===== src/rtl/util_input_cond_pkg.sv =====
// Shared constants and helpers for the input conditioner: synchroniser depth
// limits and a counter-width function.
package util_input_cond_pkg;

    localparam int UTIL_SYNC_MIN = 2;
    localparam int UTIL_SYNC_MAX = 4;
    localparam int UTIL_DEB_MIN  = 1;
    localparam int UTIL_DEB_MAX  = 65535;

    // Bits needed to hold 0..value-1, never less than one so a counter always exists.
    function automatic int util_clog2(input int value);
        int result;
        int rem;
        result = 0;
        rem    = value - 1;
        while (rem > 0) begin
            result = result + 1;
            rem    = rem >> 1;
        end
        return (result < 1) ? 1 : result;
    endfunction

endpackage


===== src/rtl/util_input_cond_chan.sv =====
// One conditioner channel: synchroniser chain, tick-gated debounce counter,
// debounced level and registered edge pulses.
module util_input_cond_chan
    import util_input_cond_pkg::*;
#(
    parameter int   SYNC_STAGES     = 2,
    parameter int   DEBOUNCE_CYCLES = 16,
    parameter logic RES_VAL         = 1'b0
) (
    input  logic clk,
    input  logic res_n,
    input  logic tick,
    input  logic d,
    output logic q,
    output logic rise,
    output logic fall,
    output logic accept_next
);

    localparam int               CNT_W    = util_clog2(DEBOUNCE_CYCLES);
    localparam logic [CNT_W-1:0] CNT_LAST = CNT_W'(DEBOUNCE_CYCLES - 1);

    logic [SYNC_STAGES-1:0] sync;
    logic [CNT_W-1:0]       cnt;
    logic                   s;
    logic                   accept;

    assign s           = sync[SYNC_STAGES-1];
    assign accept      = (s != q) && tick && (cnt == CNT_LAST);
    assign accept_next = accept;

    always_ff @(posedge clk or negedge res_n) begin
        if (!res_n) begin
            sync <= {SYNC_STAGES{RES_VAL}};
        end else begin
            sync <= {sync[SYNC_STAGES-2:0], d};
        end
    end

    // The counter only runs while s disagrees with q, so it is capped by the accept and never wraps.
    always_ff @(posedge clk or negedge res_n) begin
        if (!res_n) begin
            cnt  <= '0;
            q    <= RES_VAL;
            rise <= 1'b0;
            fall <= 1'b0;
        end else begin
            rise <= accept & s;
            fall <= accept & ~s;
            if (s == q) begin
                cnt <= '0;
            end else if (tick) begin
                if (cnt == CNT_LAST) begin
                    q   <= s;
                    cnt <= '0;
                end else begin
                    cnt <= cnt + CNT_W'(1);
                end
            end
        end
    end

endmodule


===== src/rtl/util_input_cond.sv =====
// Multi-channel input conditioner: WIDTH independent debounced channels plus a
// registered "any edge" flag aligned with the rise/fall pulses.
module util_input_cond
    import util_input_cond_pkg::*;
#(
    parameter int               WIDTH           = 8,
    parameter int               SYNC_STAGES     = 2,
    parameter int               DEBOUNCE_CYCLES = 16,
    parameter logic [WIDTH-1:0] RES_VAL         = '0
) (
    input  logic             clk,
    input  logic             res_n,
    input  logic             tick,
    input  logic [WIDTH-1:0] d,
    output logic [WIDTH-1:0] q,
    output logic [WIDTH-1:0] rise,
    output logic [WIDTH-1:0] fall,
    output logic             changed
);

    logic [WIDTH-1:0] accept_next;

    if (SYNC_STAGES < UTIL_SYNC_MIN || SYNC_STAGES > UTIL_SYNC_MAX) begin : g_bad_sync
        $error("util_input_cond: SYNC_STAGES out of range 2..4");
    end
    if (DEBOUNCE_CYCLES < UTIL_DEB_MIN || DEBOUNCE_CYCLES > UTIL_DEB_MAX) begin : g_bad_deb
        $error("util_input_cond: DEBOUNCE_CYCLES out of range 1..65535");
    end

    for (genvar i = 0; i < WIDTH; i++) begin : g_chan
        util_input_cond_chan #(
            .SYNC_STAGES     (SYNC_STAGES),
            .DEBOUNCE_CYCLES (DEBOUNCE_CYCLES),
            .RES_VAL         (RES_VAL[i])
        ) u_chan (
            .clk         (clk),
            .res_n       (res_n),
            .tick        (tick),
            .d           (d[i]),
            .q           (q[i]),
            .rise        (rise[i]),
            .fall        (fall[i]),
            .accept_next (accept_next[i])
        );
    end

    // Registered from the channels' accept terms so it lands in the same cycle as rise/fall.
    always_ff @(posedge clk or negedge res_n) begin
        if (!res_n) begin
            changed <= 1'b0;
        end else begin
            changed <= |accept_next;
        end
    end

endmodule


===== config.mk =====
export PLATFORM = sky130hd
export DESIGN_NAME = util_input_cond
export DESIGN_NICKNAME = d
export VERILOG_FILES = /design/src/rtl/util_input_cond_pkg.sv /design/src/rtl/util_input_cond_chan.sv /design/src/rtl/util_input_cond.sv
export SDC_FILE = /design/constraint.sdc
export NUM_CORES = 1
export LEC_CHECK = 0
export CAP_MARGIN = 20
export CORE_MARGIN = 3
export CORE_UTILIZATION = 30
export CTS_BUF_LIST = sky130_fd_sc_hd__clkbuf_8
export CTS_CLUSTER_SIZE = 20
export DETAILED_ROUTE_END_ITERATION = 6
export DONT_BUFFER_PORTS = 1
export PLACE_DENSITY_LB_ADDON = 0.12
export SETUP_SLACK_MARGIN = 0.4
export SYNTH_ARGS = -nofsm -noshare
export SYNTH_HDL_FRONTEND = slang
export SYNTH_HIERARCHICAL = 1
export SYNTH_SLANG_ARGS = --single-unit
export TNS_END_PERCENT = 10

===== constraint.sdc =====
create_clock -name clk -period 2.1 [get_ports clk]
set_clock_uncertainty 0.2 [all_clocks]
set_input_delay 0.42 -clock clk [delete_from_list [all_inputs] [get_ports clk]]
set_output_delay 0.42 -clock clk [all_outputs]
set_load 0.02 [all_outputs]

==> flow_summary_export.csv <==
group,metric,value,unit
cells_and_area,layout-drive-gt1-share,0.195,
setup_path,worst-r2r-setup-slack,0.40,ns
cells_and_area,final-seq-area,1830,um2
cells_and_area,postLayoutCellArea,3760,um2
setup_path,cp.required,2.13,ns
power_and_ir_drop,cellPowerDensity,748,nW/um2
setup_path,reg2reg_from,"g_chan[4].u_chan/q",
synthesis,synth-edff-count,0,
placed_design,dp_hpwl,3.56,mm
cells_and_area,final_common_cell,"dfrtp_1",
timing,fin_crit_sh,0.808,
cells_and_area,fin_nets,296,
clock_tree,cts_sinks,73,
die,core,10000,um2
clock_tree,cts_tree,"done",
placed_design,post_dp_cell_area,3330,um2
placed_design,portBuffers,0,
detailed_routing,drc_errors,0,
synthesis,syn_avg_cell_area,12.5,um2
die,die_h,108,um
global_route,grt.overflow.total,0,
job,cap_viol_max_count,0,
synthesis,synth_area,3150,um2
synthesis,synth-seq-cells,73,
timing,tightest_slew,0.423,ns
die,row_count,36,
setup_path,worst_path_max_delay_cell,"dfrtp_1",
setup_path,worstReg2RegEnd,"g_chan[4].u_chan/q",
die,io_pins,36,
global_route,antenna_found_initial,0,
synthesis,seq_area_frac_synth,0.580,
timing,max_freq,590,MHz
synthesis,ys.flop_type,"dfrtp_1",
detailed_routing,avgRoutedWirePerCell,13.4,um
clock_tree,clk_pin_slew,0.07,ns
synthesis,synth_top_area_share,0.580,
synthesis,syn_nets,271,
clock_tree,htree_levels,3,
worst_hold_path,worstHoldPathType,"in -> async",
timing,slew_headroom,0.715,
cells_and_area,final_util,0.377,
die,die_area,11800,um2
clock_tree,clock_latency,0.35,ns
cells_and_area,multi_input_area,1410,um2
cells_and_area,fillers,976,
power_and_ir_drop,worst_ir_drop_vdd,0.539,mV
clock_tree,holdBufCountCts,8,
setup_path,start_kind,"register",
run_status,violations,"negative hold slack",
detailed_routing,drt_first_pass_iters,4,
setup_path,r2r_cells,3,
cells_and_area,synthToLayoutAreaGrowth,19.5,%
detailed_routing,drt_iter0_drc,81,
setup_path,max_stage_delay,0.51,ns
timing,rsz0062_at_grt,"yes",
synthesis,yosysTopAreaCell,"dfrtp_1",
clock_tree,cts-root-buf,"clkbuf_8",
synthesis,ys_warn_count,6,
global_route,grt_pass1_vias,1919,
synthesis,synthDistinctLibCells,24,
timing,setup_violations,0,
setup_path,cp-end-kind,"register",
cells_and_area,final_cell_mix,"69 x dfrtp_1, 23 x nand2_1, 23 x a21oi_1, 17 x nor2_1, 14 x clkbuf_8",
timing,hold_viol,73,
clock_tree,clock_path_buffers,2,
placed_design,gp_congestion,0.705,
clock_tree,cts_buffers,9,
synthesis,ys_async_sr_fraction,1.00,
global_route,grt.total_usage,0.103,
synthesis,netlist_instances,252,
cells_and_area,antenna_cells,0,
run_status,status,"finished with violations",
timing,fin_crit,1.70,ns
detailed_routing,routed_wl,5.56,mm
die,initial_core_util,0.315,
timing,drv_slew,0,
power_and_ir_drop,leakage,1.71,nW
timing,whs,-0.439,ns
setup_path,cp_data_arrival_time,1.73,ns
detailed_routing,postRouteAntennaNets,0,
detailed_routing,vias,1886,
detailed_routing,vias_per_cell,4.54,
setup_path,setup.worst_path.start,"g_chan[4].u_chan/q",
die,die_w,108,um
global_route,grt_pass1_wl,9.16,mm
setup_path,cp_max_fo,6,
synthesis,synth_area_leaders,"dfrtp_1 58%, xnor2_2 4.1%, a21oi_1 3.7%",
setup_path,path_class,"reg -> reg",
setup_path,critPathCapture,"g_chan[4].u_chan/q",
setup_path,crit_chain,"xnor2_4 > nor3_4 > mux2_1",
global_route,grt_max_degree,74,
timing,tns,0,ns
==> layer usage <==
layer / vias to the layer above / global-route usage / routed length [um]
li1: 938 / - / -
met1: 900 / 0.129 / 2640
met2: 41 / 0.150 / 2430
met3: 7 / 0.0543 / 410
met4: 0 / 0.0406 / 81
met5: - / 0 / 0
==> worst min path at each step <==
stage / start / to / slack, ns
2_1_floorplan: res_n / changed / -0.08
6_report: res_n / g_chan[1].u_chan/cnt[1] / -0.44
4_1_cts: res_n / g_chan[1].u_chan/cnt[2] / -0.47
3_5_place_dp: res_n / g_chan[1].u_chan/cnt[0] / -0.07
5_1_grt: res_n / g_chan[1].u_chan/cnt[1] / -0.48
3_3_place_gp: res_n / g_chan[1].u_chan/cnt[0] / -0.07
==> repair_timing <==
action / in CTS / in global routing
setup buffers: 0 / 4
endpoints found under the hold margin: 81 / 73
gates resized for setup: 5 / 10
pin swaps: 0 / 5
endpoints found under the setup margin: 3 / 7
==> sequential cells by signal, indices dropped and copies added, names as in the netlist <==
signal	count
g_chan.u_chan/cnt	32
g_chan.u_chan/fall	8
changed	1
g_chan.u_chan/sync	16
g_chan.u_chan/q	8
g_chan.u_chan/rise	8
==> power breakdown <==
group	leakage, nW	internal, mW	switching [mW]
Combinational	0.620	0.0720	0.0506
Sequential	0.965	1.44	0.0448
Clock	0.120	0.708	0.498
==> cells in the mapped netlist, types with 2 or more instances <==
| master | n |
|---|---|
| dfrtp_1 | 73 |
| a21oi_1 | 23 |
| nand2_1 | 23 |
| nor2_1 | 17 |
| nand3_1 | 9 |
| nor4_1 | 9 |
| and2_1 | 8 |
| ha_1 | 8 |
| mux2i_1 | 8 |
| nand2b_1 | 8 |
| nand3b_1 | 8 |
| xnor2_2 | 8 |
| xor2_1 | 8 |
| mux2_1 | 7 |
| nand2_4 | 7 |
| nor3_4 | 7 |
| o21ai_1 | 7 |
| or3_1 | 7 |
| nor3_1 | 2 |
==> per-stage QoR <==
step / setup WS [ns] / hold slack (ns) / power [mW] / cells
final: 0.404 / -0.439 / 2.82 / 415
after detailed placement: 0.109 / -0.0736 / 1.61 / 387
after CTS: 0.357 / -0.468 / 2.86 / 411
after global placement: 0.0553 / -0.0740 / 1.61 / 387
after floorplan: 0.544 / -0.0756 / 1.59 / 252
after global routing: 0.335 / -0.479 / 2.96 / 415
==> worst max-delay path: cells and delay by family (launching register included) <==
family / cells / cell delay [ns]
multiplexers: 1 / 0.34
flip-flops: 1 / 0.51
XOR/XNOR: 1 / 0.24
AND/OR/NAND/NOR: 1 / 0.29
==> layout make-up <==
cell class | count | share of cell area
clock buffer | 14 | 0.0512
multi-input combinational | 178 | 0.374
clock inverter | 2 | 0.00897
sequential | 73 | 0.487
tap | 133 | 0.0442
timing repair buffer | 15 | 0.0352
==> cells by family (layout without fill, tap and decap cells) <==
kind of cell	count (synthesis)	count (layout)	share of synthesized area
simple gates	107	107	0.218
flops	73	73	0.580
compound gates	31	31	0.0504
xor+xnor	16	16	0.0635
mux	16	16	0.0552
fa+ha+maj	8	8	0.0318
buf+inv	1	31	0.00159
Power figures use the tool's default switching activity.
